## src/rtl/pullit_pkg.sv

```systemverilog
// Shared constants, state encoding and byte classification for the pullit parser.
package pullit_pkg;

    localparam logic [7:0] DEF_TRIG_HDR = 8'hFF;
    localparam logic [7:0] DEF_CYC_HDR  = 8'hBF;

    localparam int unsigned TRIG_W = 18;
    localparam int unsigned TIME_W = 36;
    localparam int unsigned BYTE_W = 6;

    localparam int unsigned TRIG_BYTES = 9;
    localparam int unsigned CYC_BYTES  = 3;

    typedef enum logic [1:0] {
        IDLE,
        TRIG,
        CYC,
        HOLD
    } state_t;

    function automatic logic is_data(input logic [7:0] b);
        return b[7:6] == 2'b00;
    endfunction

endpackage

```

## src/rtl/pullit_timeout.sv

```systemverilog
// Idle-clock counter used to abandon a stalled record; only present when PULLIT_TIMEOUT_EN is defined.
`ifdef PULLIT_TIMEOUT_EN
module pullit_timeout #(
    parameter int unsigned LIMIT = 1024
) (
    input  logic clk,
    input  logic rst,
    input  logic clear,
    input  logic run,
    output logic expired
);

    localparam int unsigned CW = $clog2(LIMIT + 1);

    logic [CW-1:0] count;

    always_ff @(posedge clk or posedge rst) begin
        if (rst) begin
            count <= '0;
        end else if (clear) begin
            count <= '0;
        end else if (run) begin
            count <= count + 1'b1;
        end
    end

    // Fires on the LIMIT-th consecutive idle clock.
    assign expired = run && (count == CW'(LIMIT - 1));

endmodule
`endif

```

## src/rtl/pullit.sv

```systemverilog
// pullit: re-frames the readout FIFO byte stream into trigger and cycle records.
// Defining PULLIT_TIMEOUT_EN adds an idle timeout inside a partially received record.
module pullit
    import pullit_pkg::*;
#(
    parameter logic [7:0]  TRIG_HDR = DEF_TRIG_HDR,
    parameter logic [7:0]  CYC_HDR  = DEF_CYC_HDR,
    parameter int unsigned ERRW     = 16,
    parameter int unsigned TIMEOUT  = 1024
) (
    input  logic              clk,
    input  logic              reset,
    input  logic [7:0]        fifo_data,
    input  logic              fifo_empty,
    output logic              fifo_rd,
    input  logic              out_ready,
    output logic              trig_valid,
    output logic              cycle_valid,
    output logic [TRIG_W-1:0] trignum,
    output logic [TIME_W-1:0] timenum,
    output logic [TRIG_W-1:0] cyclenum,
    output logic              err_pulse,
    output logic [ERRW-1:0]   err_count
);

    localparam logic [3:0] TRIG_LAST  = 4'(TRIG_BYTES - 1);
    localparam logic [3:0] CYC_LAST   = 4'(CYC_BYTES - 1);
    localparam logic [3:0] TIME_START = 4'(TRIG_W / BYTE_W);

    state_t      state, state_nxt;
    logic [3:0]  idx, idx_nxt;
    logic        err;
    logic        load_trig, load_time, load_cyc;
    logic        in_rec;
    logic        tmo_expired;
    logic [5:0]  payload;

    assign fifo_rd = !reset && !fifo_empty && (state != HOLD);
    assign in_rec  = (state == TRIG) || (state == CYC);
    assign payload = fifo_data[5:0];

`ifdef PULLIT_TIMEOUT_EN
    pullit_timeout #(
        .LIMIT(TIMEOUT)
    ) u_timeout (
        .clk    (clk),
        .rst    (reset),
        .clear  (fifo_rd || !in_rec),
        .run    (fifo_empty && in_rec),
        .expired(tmo_expired)
    );
`else
    logic unused_timeout;
    assign unused_timeout = ^TIMEOUT;
    assign tmo_expired    = 1'b0;
`endif

    always_comb begin
        state_nxt = state;
        idx_nxt   = idx;
        err       = 1'b0;
        load_trig = 1'b0;
        load_time = 1'b0;
        load_cyc  = 1'b0;
        unique case (state)
            IDLE: begin
                if (fifo_rd) begin
                    idx_nxt = '0;
                    if (fifo_data == TRIG_HDR)      state_nxt = TRIG;
                    else if (fifo_data == CYC_HDR)  state_nxt = CYC;
                    else                            err = 1'b1;
                end
            end
            TRIG, CYC: begin
                if (fifo_rd) begin
                    idx_nxt = '0;
                    if (fifo_data == TRIG_HDR) begin
                        err       = 1'b1;
                        state_nxt = TRIG;
                    end else if (fifo_data == CYC_HDR) begin
                        err       = 1'b1;
                        state_nxt = CYC;
                    end else if (is_data(fifo_data)) begin
                        if (state == TRIG) begin
                            load_trig = (idx < TIME_START);
                            load_time = !load_trig;
                            if (idx == TRIG_LAST) state_nxt = HOLD;
                            else                  idx_nxt   = idx + 1'b1;
                        end else begin
                            load_cyc = 1'b1;
                            if (idx == CYC_LAST) state_nxt = HOLD;
                            else                 idx_nxt   = idx + 1'b1;
                        end
                    end else begin
                        err       = 1'b1;
                        state_nxt = IDLE;
                    end
                end else if (tmo_expired) begin
                    err       = 1'b1;
                    state_nxt = IDLE;
                    idx_nxt   = '0;
                end
            end
            HOLD: begin
                if (out_ready) state_nxt = IDLE;
            end
            default: state_nxt = IDLE;
        endcase
    end

    always_ff @(posedge clk or posedge reset) begin
        if (reset) begin
            state       <= IDLE;
            idx         <= '0;
            trig_valid  <= 1'b0;
            cycle_valid <= 1'b0;
            trignum     <= '0;
            timenum     <= '0;
            cyclenum    <= '0;
            err_pulse   <= 1'b0;
            err_count   <= '0;
        end else begin
            state       <= state_nxt;
            idx         <= idx_nxt;
            err_pulse   <= err;
            trig_valid  <= (state_nxt == HOLD) && ((state == HOLD) ? trig_valid  : (state == TRIG));
            cycle_valid <= (state_nxt == HOLD) && ((state == HOLD) ? cycle_valid : (state == CYC));
            if (err && (err_count != '1)) err_count <= err_count + 1'b1;
            // Fields shift in from the top, so after a full record the first byte sits in the LSBs.
            if (load_trig) trignum  <= {payload, trignum[TRIG_W-1:BYTE_W]};
            if (load_time) timenum  <= {payload, timenum[TIME_W-1:BYTE_W]};
            if (load_cyc)  cyclenum <= {payload, cyclenum[TRIG_W-1:BYTE_W]};
        end
    end

endmodule

```

## config.mk

```make
export PLATFORM = sky130hd
export DESIGN_NAME = pullit
export DESIGN_NICKNAME = d
export VERILOG_FILES = /design/src/rtl/pullit_pkg.sv /design/src/rtl/pullit_timeout.sv /design/src/rtl/pullit.sv
export SDC_FILE = /design/constraint.sdc
export NUM_CORES = 1
export LEC_CHECK = 0
export ABC_AREA = 1
export BUFFER_PORTS_ARGS = -buffer_cell sky130_fd_sc_hd__buf_2
export CAP_MARGIN = 5
export CORE_MARGIN = 1.5
export CORE_UTILIZATION = 41
export DETAILED_ROUTE_END_ITERATION = 10
export GPL_ROUTABILITY_DRIVEN = 0
export GPL_TIMING_DRIVEN = 0
export PLACE_DENSITY = 0.61
export RECOVER_POWER = 100
export SYNTH_ARGS = -nofsm -noshare
export SYNTH_HDL_FRONTEND = slang
export SYNTH_SLANG_ARGS = --single-unit
```

## constraint.sdc

```tcl
create_clock -name clk -period 3.5 [get_ports clk]
set_input_delay 0.35 -clock clk [delete_from_list [all_inputs] [get_ports clk]]
set_output_delay 0.35 -clock clk [all_outputs]
set_load 0.1 [all_outputs]
```

* Yosys cells after proc, flatten, opt, wreduce, memory -nomap -nowiden
Cells that the tools add are included.
** Word-level totals
- Input port bits :: 12
- Output and inout port bits :: 92
- Word-level logic and storage cells :: 86
- Register bits :: 97
** Cells by class
- Muxes and demuxes :: 49
- Equal/unequal tests :: 12
- $add $sub $neg :: 2
- Order comparisons :: 1
- Reduce and logical (&&, ||, !) cells :: 13
** Operators with widths (number)
- $mux 4 :: 8
- $mux 1 :: 27
- $mux 2 :: 11
- $add 16x1->16 const B :: 1
- $eq 8x8->1 const B :: 2
- $ne 16x16->1 const B :: 1
- $pmux 4 s2 :: 1
- $eq 2x2->1 const B :: 3
- $ne 2x2->1 const B :: 3
- $pmux 2 s3 :: 1
- $logic_and 1x1->1 :: 5
- $add 4x1->4 const B :: 1
- $eq 4x2->1 const B :: 1
- $eq 4x4->1 const B :: 1
- $logic_not 2->1 :: 2
- $lt 4x2->1 const B :: 1
- $logic_not 1->1 :: 3
- $reduce_and 3->1 :: 1
- $eq 2x1->1 const B :: 1
- $pmux 1 s2 :: 1
- $reduce_bool 2->1 :: 1
- $reduce_or 2->1 :: 1

* Depth between registers and ports, before layout
Gate-level depths: netlist of the first run.
- Depth in word-level cells :: 10
- Depth in mapped cells :: 11
- Gate-level depth less buffers :: 11

* Least setup slack after synthesis of the first run
No wires, ideal clock.
- Path type :: input-to-reg
- From :: in reset
- To :: reg cycle_valid
- Buffers on the path :: 0
- Arrival time :: 4.710 ns
- Required time :: 3.427 ns
- Library setup time :: 0.073 ns
- Path slack :: -1.283 ns
- Cell stages on the path :: 9
- Path through :: inv_1 > nand2_1 > nor2_1 > nand3_1 > nand3_1 > nand2_1 > a21oi_1 > nand2_1 > nor2_1
** On the way
- Word-level cells in the longest chain between the ends :: 7
- Elaborated cells on any way between the ends :: 8
- Classes of those cells :: eq/ne (1); mux (3); reduce/logical (4)
** RTL lines
- start: declaration :: line pullit.sv:12 : input logic reset,
- $logic_not 1->1 (no line) (*)
- $logic_and 1x1->1 (*) (2 in a row) :: line pullit.sv:38 : assign fifo_rd = !reset && !fifo_empty && (state != HOLD);
- net fifo_rd :: line pullit.sv:15 : output logic fifo_rd,
- $mux 2 (on tied branches) :: line pullit.sv:75, pullit.sv:67
- $pmux 2 s3 (*) :: line pullit.sv:65 : unique case (state)
- net state_nxt[0] :: line pullit.sv:30 : state_t state, state_nxt;
- $eq 2x2->1 (*) :: line pullit.sv:127 : cycle_valid <= (state_nxt == HOLD) && ((state == HOLD) ? cycle_valid : (state == CYC));
- $logic_and 1x1->1 (*) :: line pullit.sv:127
- end signal: assignment :: line pullit.sv:127
- end: declaration :: line pullit.sv:18 : output logic cycle_valid,
The timed path passes the listed nets; every way through them passes the cells marked *.
A chain may end at the register's enable or synchronous reset.

* Final worst setup path of the first run
- From :: reg state[0]
- To :: out fifo_rd
** On the way
- Word-level cells in the longest chain between the ends :: 2
** RTL lines
- start: declaration :: line pullit.sv:30
- start signal: assignment :: line pullit.sv:123 : state <= state_nxt;
- $ne 2x2->1 :: line pullit.sv:38
- $logic_and 1x1->1 :: line pullit.sv:38
- end: declaration :: line pullit.sv:15
Every way passes these cells.

==> results.md, run 1 <==
* Vias in the first global route at 3537
* # nets final at 642
* Main combinational cell family by area after synthesis: simple AND/OR/NAND/NOR gates
* Top routing layer in use: met4
* Crit path largest cell delay at ~880 ps
* Leakage at 0.002543 uW
* Avg Cell Area, Syn at 8.649 sq um
* # setup viols final at 0
* CTS hold repair buffers at 0
* Core area at 10320 sq um
* CTS buffer count at 9
* Max-slew violations at 35
* Crit path buf inv count at 2
* Slew headroom at -0.2742
* FP Rows at 37
* Syn Nets at 526
* Initial DRT Pass Iterations at 4
* Metal2 WL at 4809 um
* Worst setup EP type: output port
* DR WL met3 at roughly 520 um
* H-Tree Depth at 3
* FMAX at 369.3 MHz
* Via/cell ratio at between 4 and 5
* Die ar. at 11260 sq um
* Vias at 3608
* Crit Path Max Fanout at 9
* Met1 WL at 4820 um
* Residual DRC at 0
* Worst path most repeated cell: clkbuf_1
* Crit path kind: reg2out
* Sequential-to-total area share from yosys stat at 0.5568
* Crit-path slowest cell: clkbuf_1
* Final Skew at between 10 and 15 ps
* Tot GR Track Use at 0.1931
* Worst vdd ir at 709.1 uV
* Startpoint Class: flop
* Clk_lat worst skew at about 370 ps
* Adder-cell share of the synthesized area at 0.02870
* Synth Area in XOR/XNOR at 0.03014
* Gate Count Post-Synth at slightly above 500
* Post-synth EDFFs at 0
* Period utilisation layout at 0.7737
* # Post-CTS Setup Buffers at 0
* R2r setup slk at around 900 ps
* MaxCap Viol Count at 1
* Starting DRC count in detailed routing at 148
* Crit-path cells: ha_1 -> clkbuf_1 -> nor2_2 -> clkbuf_1
* Routed Antenna Nets at 0
* Clk buf depth at 2
* Top FF cell, synth: dfrtp_1
* Share of layout cells above drive strength 1 at 0.06240
* Clk sinks at 97
* ANT cells at 0
* PD cells at 924.4 nW/um^2
* Power Total at 4760 uW
* Crit path arrival time at approximately 2400 ps
* Post-Syn Area at 4359 sq um
* RSZ-0062 raised after global routing: false
* Worst-path clk slew at 90 ps
* Status: finished, violations left
* Port buffer count at 103
* Reg2reg start: state[0]
* Grt total ovfl at 0
* Final hold viol count at 0
* Hold WS at 78.88 ps
* Simple-gate portion of the synthesized area at 0.2176
* Post-DP HPWL at 7570 um
* Largest net degree at the start of global routing at 36
* CTS tree: yes
* Chip Height at 106.1 um
* Initial antenna violation count at 0
* Post-CTS Resized at 0
* DIE WIDTH at 106.1 um
* Crit path time final at about 2700 ps
* Failing checks: capacitance limit, slew limit
* #FFs+latches synth at 97
* Synth warn at 0
* Worst-margin pin slew at 1911 ps
* Starting Density at 0.4223
* Reg2Reg Depth at 10
* Routed wire length at 10330 um
* Wire per inst at ~14 um
* Compound-Gate Fraction of Synth Area at 0.08955
* HP Class: in2async
* Top delay family on crit path: buffers and inverters
* First-pass GRT wire length at 17010 um
* Required time of the critical path at 3150 ps
* Area Overhead vs Synth at 18.14%
* Fill cell count at 1081
* Multiplexer area fraction after synthesis at 0.004592
* Root Driver: clkbuf_8
* Top Ports at 104
* Distinct cells, synth at 26
* FFs w/ async S/R, synth at 1.000
* Capturing point of the worst reg2reg path: trignum[17]
worst register-to-register path, stage by stage, from the launching register on:
cell and delay [ps]:
dfrtp_1 530, inv_1 140, ha_1 340, inv_1 80, nor2_1 280, inv_1 190, nor3_4 240, nand2_1 190
clkbuf_1 250, nand2_1 110, o21ai_0 110
metal layers:
layer | global-route usage | vias up
met5 | 0 | -
met3 | 0.04476 | 20
met4 | 0.06757 | 0
met2 | 0.3171 | 89
li1 | - | 1812
met1 | 0.2504 | 1687
power breakdown:
part	internal, uW	switching [uW]	total (uW)
clock	409	411	820
combinational	293	2090	2380
sequential	1350	204	1560
cells in the mapped netlist, types with 2 or more instances:
library cell  instances  share of area
o21ai_0              31          0.036
nand3_1              26          0.030
mux2i_1               2         0.0046
inv_1                58          0.050
nor3_1                5         0.0057
nor3_4                2         0.0075
nand2_1             135           0.12
nand4_1               6         0.0086
inv_2                 2         0.0017
nand2_2               2         0.0029
nor2_1               47          0.040
buf_2                13          0.015
xnor2_1               6          0.012
o21ai_1              16          0.018
a21oi_1              28          0.032
clkbuf_1              2         0.0017
ha_1                 10          0.029
dfrtp_1              97           0.56
xor2_1                9          0.018
through the flow:
step	instance area, sq um	std cells	TNS (ps)	util	setup slack, ps
detailed placement	5091	745	0	0.4932	878.3
CTS	5314	761	0	0.5147	1131
global route	5150	761	0	0.4988	583.1
finish	5150	761	0	0.4988	791.9
global placement	5051	743	-40550	0.4893	-661.7
floorplan	4365	504	0	-	293.5
state kept, by name, indices dropped and copies added, names as in the netlist:
| register | count |
|---|---|
| cycle_valid | 1 |
| cyclenum | 18 |
| err_count | 16 |
| err_pulse | 1 |
| idx | 4 |
| state | 2 |
| timenum | 36 |
| trig_valid | 1 |
| trignum | 18 |
cells by family after synthesis:
family | Yosys count
buf+inv | 77
flops | 97
xor+xnor | 15
compound gates | 77
simple gates | 226
fa+ha+maj | 10
mux | 2
layout by cell type, fill, tap and decap left out:
master,n
clkinvlp_4,2
xor2_1,9
nor2_2,1
inv_6,3
ha_1,10
o21ai_1,4
buf_4,1
mux2i_1,2
bufinv_16,2
nor2_1,47
nand4_1,6
nor3_4,2
nand3_1,26
o21ai_2,1
a21oi_1,28
dfrtp_1,97
nor3_1,5
and2_0,1
buf_12,1
inv_1,59
clkbuf_1,105
o22ai_1,1
xnor2_1,6
o21ai_0,43
buf_2,15
or2_4,1
clkinv_2,1
nand2_1,137
clkbuf_8,9
layout make-up:
type	instances	area, sq um	area share
buffer	17	73.82	0.01433
clock buffer	9	123.9	0.02405
clock inverter	7	98.84	0.01919
inverter	60	229.0	0.04446
multi-input combinational	330	1604	0.3115
sequential	97	2427	0.4713
tap	136	170.2	0.03304
timing repair buffer	105	422.9	0.08212
how the worst max path moves through the flow:
stage | from | end | slack, ps | cells past startpoint
4_1_cts | state[0] | timenum[8] | 1130 | 10
5_1_grt | state[0] | trignum[17] | 580 | 9
3_3_place_gp | reset | timenum[9] | -660 | 8
3_5_place_dp | reset | timenum[8] | 880 | 8
2_1_floorplan | reset | cycle_valid | 290 | 9
6_report | state[0] | fifo_rd | 790 | 4
Power figures use the tool's default switching activity.
==> run 2: changes to the inputs <==
- clock period: 3.5 -> 2.7 ns (I/O delays scaled with it)
==> results.md, run 2 (synthesis results as in run 1) <==
* Routed Antenna Nets at 0
* RSZ-0062 raised after global routing: false
* Hold depth at 3
* Top Ports at 104
* Fill cell count at 1078
* Worst vdd ir at 948.3 uV
* Worst-margin pin slew at 1245 ps
* Required time of the critical path at between 2000 and 3000 ps
* Starting Density at 0.4223
* Final hold viol count at 0
* Commonest non-fill, non-tap cell in the layout: nand2_1
* Crit-path slowest cell: dfrtp_1
* Reg2reg start: state[0]
* PD cells at 1159 nW/um^2
* # nets final at 644
* Worst path most repeated cell: inv_1
* Crit Path Max Fanout at 10
* Area Overhead vs Synth at 19.78%
* Max-slew violations at 0
* Status: complete, no violations
* Crit path time final at 2383 ps
* Vias at 3682
* HP Class: in2reg
* Residual DRC at 0
* Routed wire length at 10210 um
* Grt total ovfl at 0
* MaxCap Viol Count at 0
* Capturing point of the worst reg2reg path: timenum[5]
* Crit-path cells: inv_1 -> ha_1 -> inv_1 -> nor2_4 -> inv_2 -> nor3_4 -> o21ai_2 -> clkbuf_2 -> o21ai_0
* CTS buffer count at 9
* Post-CTS Resized at 0
* Crit path arrival time at between 2000 and 3000 ps
* Largest Register: timenum
* Post-DP HPWL at 7484 um
* Regs by FF count: timenum: 36 flops, cyclenum: 18 flops, trignum: 18 flops
* Startpoint Class: flop
* Root Driver: clkbuf_8
* Clk buf depth at 2
* Period utilisation layout at 0.8825
* Largest register FFs at 36
* Crit path largest cell delay at 530 ps
* Crit path kind: reg2reg
* Reg2Reg Depth at 9
* Initial DRT Pass Iterations at 5
* # setup viols final at 0
* Largest net degree at the start of global routing at 38
* H-Tree Depth at 3
* ANT cells at 0
* CTS tree: yes
* Clk sinks at 97
* Via/cell ratio at 4.826
* Core area at 10320 sq um
* First-pass GRT wire length at 17310 um
* Slew headroom at 0.1737
* FMAX at 419.7 MHz
* DIE WIDTH at 106.1 um
* Share of layout cells above drive strength 1 at 0.09091
* Hold WS at 236.5 ps
* Die ar. at roughly 11000 sq um
* Wire per inst at 13.38 um
* Clk_lat worst skew at ~360 ps
* Tot GR Track Use at 0.1953
* Worst setup EP type: flop
* Starting DRC count in detailed routing at 143
* Power Total at between 6000 and 7000 uW
* Hold EP: cyclenum[17]
* R2r setup slk at 320 ps
* # Post-CTS Setup Buffers at 0
* Final Skew at 17.45 ps
* Leakage at 0.002586 uW
* Most frequent cells in the layout: nand2_1 (137), dfrtp_1 (97), clkbuf_1 (94)
* Vias in the first global route at between 3000 and 4000
* FP Rows at 37
* Port buffer count at 103
* Hold path startpoint: fifo_data[5]
* Chip Height at 106.1 um
* Worst-path clk slew at 100 ps
* Initial antenna violation count at 0
## run 2: cell types whose count changed in the layout (fill, tap and decap cells not counted), sizes merged
cell         before  now
clkinv            1    0
inv              62   63
bufinv            2    0
buf              17   20
dlygate4sd3       0    1
## run 2: how the worst max path moves through the flow
stage	start	endpoint	slack [ps]	depth (start not counted)
floorplan	reset	err_count[2]	-200	9
global placement	reset	timenum[9]	-1140	7
detailed placement	state[0]	timenum[20]	320	9
CTS	state[0]	timenum[20]	310	9
global route	state[0]	timenum[35]	70	9
finish	state[0]	timenum[5]	320	9
## run 2: through the flow
stage                     utilization  TNS, ps  cells  setup WS [ps]  instance area (sq um)
final                          0.5058        0    763          317.1                   5221
after global routing           0.5058        0    763          73.89                   5221
after CTS                      0.5254        0    763          307.7                   5424
after detailed placement       0.5066        0    746          322.0                   5230
after global placement         0.5008   -95180    743          -1141                   5170
after floorplan                     -    -7353    504         -195.3                   4484
## run 2: power breakdown
part | switching (uW) | internal [uW] | leakage (uW) | total [uW]
clock network | 527 | 375 | 0.0000914 | 902
registers | 270 | 1750 | 0.00123 | 2030
logic | 2720 | 403 | 0.00126 | 3120
## run 2: cell type report
class | count | area [sq um] | share of cell area
tap | 136 | 170.2 | 0.03259
inverter | 60 | 229.0 | 0.04385
sequential | 97 | 2427 | 0.4649
clock buffer | 11 | 141.4 | 0.02708
multi-input combinational | 330 | 1629 | 0.3120
clock inverter | 5 | 42.54 | 0.008148
buffer | 17 | 125.1 | 0.02396
timing repair buffer | 107 | 456.7 | 0.08747
## run 2: timing repair
item,4_1_cts,5_1_grt
endpoints found under the hold margin,4,0
endpoints found under the setup margin,0,0
hold buffers,1,0
## run 2: routing by layer
layer	wire length, um	track usage	vias up	share of wire
met5	0	0	-	0
met4	165	0.07432	0	0.016
met3	576	0.04537	12	0.056
met2	4945	0.3180	92	0.48
met1	4519	0.2531	1752	0.44
li1	-	-	1826	-
## run 2: critical path: cells and delay by family (launching register included)
family	cells	cell delay, ps
flip-flops	1	530
adder cells (fa/ha/maj)	1	350
buffers and inverters	4	590
AO/OA/AOI/OAI	2	410
AND/OR/NAND/NOR	2	440
==> run 3: changes to the inputs <==
- ABC_AREA: 1 -> not set
==> results.md, run 3 <==
* Status: complete, no violations
* Fill cell count at 971
* #FFs+latches synth at 97
* Synth cell count leaders: dfrtp_1 (97), mux2_2 (72), xor2_1 (15)
* Vias in the first global route at ~2800
* ANT cells at 0
* # nets final at about 440
* Post-Syn Area at 4280 sq um
* Final core occ at 0.4875
* Clk sinks at between 90 and 100
* Distinct cells, synth at 52
* Reg2Reg Depth at 7
* # setup viols final at 0
* First-pass GRT wire length at 14340 um
* Crit-path cells: ha_1 -> or3_4 -> or4_1 -> buf_6 -> buf_4 -> nor3b_1 -> xor2_1
* PD cells at 1038 nW/um^2
* Leakage at about 0.0024 uW
* Syn Nets at 327
* Period utilisation layout at 0.9546
* Non-filler cells, final at 560
* Final Skew at 6.899 ps
* Grt total ovfl at 0
* Starting DRC count in detailed routing at 97
* DIE WIDTH at 105.2 um
* R2r setup slk at 120 ps
* Area contributors post-synth: dfrtp_1 (57%), mux2_2 (19%), xor2_1 (3.1%)
* FFs w/ async S/R, synth at 1.000
* Most frequent cells in the layout: clkbuf_1 (97), dfrtp_1 (95), mux2_2 (72)
* Chip Height at 105.2 um
* Via/cell ratio at 5.055
* Gate Count Post-Synth at 305
* Crit Path Max Fanout at 10
* Core area at 10230 sq um
* Regs by FF count: timenum: 36 flops, cyclenum: 18 flops, trignum: 18 flops
* CTS tree: yes
* Crit path arrival time at 2870 ps
* Avg Cell Area, Syn at between 10 and 15 sq um
* Startpoint Class: flop
* Area Overhead vs Synth at 16.52%
* Root Driver: clkbuf_8
* Largest area contributor in the netlist: dfrtp_1
* Vias at 2831
* Worst vdd ir at 520.7 uV
* Largest Register: timenum
* Largest net degree at the start of global routing at 44
* Capturing point of the worst reg2reg path: err_count[2]
* Crit path time final at 2578 ps
* FP Rows at 37
* Tot GR Track Use at 0.1665
* Top Ports at 104
* Largest register FFs at 36
* Crit-path slowest cell: or4_1
* Multi-input logic area at 1693 sq um
* Clk buf depth at 2
* Clk_lat worst skew at 360 ps
* Post-synth EDFFs at 0
* Reg area at roughly 2400 sq um
* Synth warn at 0
* CTS buffer count at 9
* Share of layout cells above drive strength 1 at 0.2807
* Initial antenna violation count at 0
* Crit path kind: reg2reg
* Worst setup startpoint: state[0]
* Required time of the critical path at 2990 ps
* Wire per inst at 15.56 um
* Crit path largest cell delay at 570 ps
* Worst-path clk slew at around 90 ps
* MaxCap Viol Count at 0
* Post-DP HPWL at between 6000 and 7000 um
* Initial DRT Pass Iterations at 4
* Sequential-to-total area share from yosys stat at 0.5671
* Most common cell in the netlist: dfrtp_1
* Routed Antenna Nets at 0
* Worst setup EP type: flop
* Commonest non-fill, non-tap cell in the layout: clkbuf_1
* Reg2reg start: state[0]
* Routed wire length at 8712 um
* Die ar. at between 10000 and 15000 sq um
* Worst-margin pin slew at 1218 ps
* Final WS setup at 122.5 ps
* Hold EP: timenum[33]
* Top FF cell, synth: dfrtp_1
* Final hold viol count at 0
* Slew headroom at 0.1913
* H-Tree Depth at 3
* HP Class: in2reg
* FMAX at 388.0 MHz
* Max-slew violations at 0
* Port buffer count at 103
* Hold depth at 2
* Residual DRC at 0
* Starting Density at 0.4184
* DP Cell Count at 546
* Hold path startpoint: fifo_data[3]
* Post-Place Worst Slack at -178.3 ps
* Share of the synthesized area in the top cell type at 0.5671
* RSZ-0062 raised after global routing: false
==> run 3: changes by cell type in the layout (fill, tap and decap cells not counted), sizes merged, moves of 7 or more <==
cell / delta
mux2: +73
nor4: +8
nor2: -45
nand2: -127
a21oi: -25
o21ai: -42
nand3: -19
inv: -52
buf: -7
==> run 3: critical path: cells and delay by family, from the launching register on <==
| kind | cells | cell delay [ps] |
|---|---|---|
| fa+ha+maj | 1 | 290 |
| buf+inv | 2 | 360 |
| xor+xnor | 1 | 170 |
| flops | 1 | 480 |
| simple gates | 3 | 1220 |
==> run 3: worst max path at each step <==
| stage | end | slack, ps | cells past startpoint |
|---|---|---|---|
| 4_1_cts | cyclenum[3] | 30 | 8 |
| 6_report | err_count[2] | 120 | 7 |
| 2_1_floorplan | cyclenum[0] | 30 | 8 |
| 5_1_grt | err_count[8] | 40 | 7 |
| 3_5_place_dp | trignum[0] | -180 | 7 |
| 3_3_place_gp | trignum[2] | -160 | 7 |
==> run 3: power breakdown <==
| part | leakage [uW] | internal, uW | switching [uW] |
|---|---|---|---|
| Sequential | 0.00131 | 1690 | 231 |
| Combinational | 0.000975 | 394 | 2040 |
| Clock | 0.0000822 | 353 | 468 |
==> run 3: kinds of logic after synthesis <==
group,synth area share
XOR/XNOR,0.03069
multiplexers,0.1991
AO/OA/AOI/OAI,0.03187
buffers and inverters,0.02982
adder cells (fa/ha/maj),0.02923
flip-flops,0.5671
AND/OR/NAND/NOR,0.1123
==> run 3: per-layer routing <==
layer / vias to the layer above / part of all wire / GRT usage
li1: 1320 / - / -
met1: 1429 / 0.45 / 0.2092
met2: 69 / 0.49 / 0.2680
met3: 13 / 0.039 / 0.04429
met4: 0 / 0.019 / 0.07632
met5: - / 0 / 0
==> run 3: area by class of cell <==
class	count	area share
sequential	97	0.4872
clock buffer	12	0.02910
multi-input combinational	183	0.3394
buffer	10	0.01154
timing repair buffer	106	0.08430
inverter	13	0.01079
tap	136	0.03412
clock inverter	3	0.003512
==> run 3: metrics by stage <==
step                total power (uW)  area, sq um  TNS [ps]  hold slack (ps)
floorplan                       4012         4288         0            420.5
global placement                4418         4974     -2643            465.5
detailed placement              4459         5014     -2909            357.3
CTS                             5299         5187         0            202.0
global route                    5435         4987         0            208.9
finish                          5175         4987         0            210.1
==> run 3: what timing repair did <==
action | 4_1_cts | 5_1_grt
hold endpoints to repair | 19 | 0
setup buffers | 0 | 0
hold buffers | 1 | 0
setup endpoints to repair | 20 | 32
resized for setup | 1 | 3
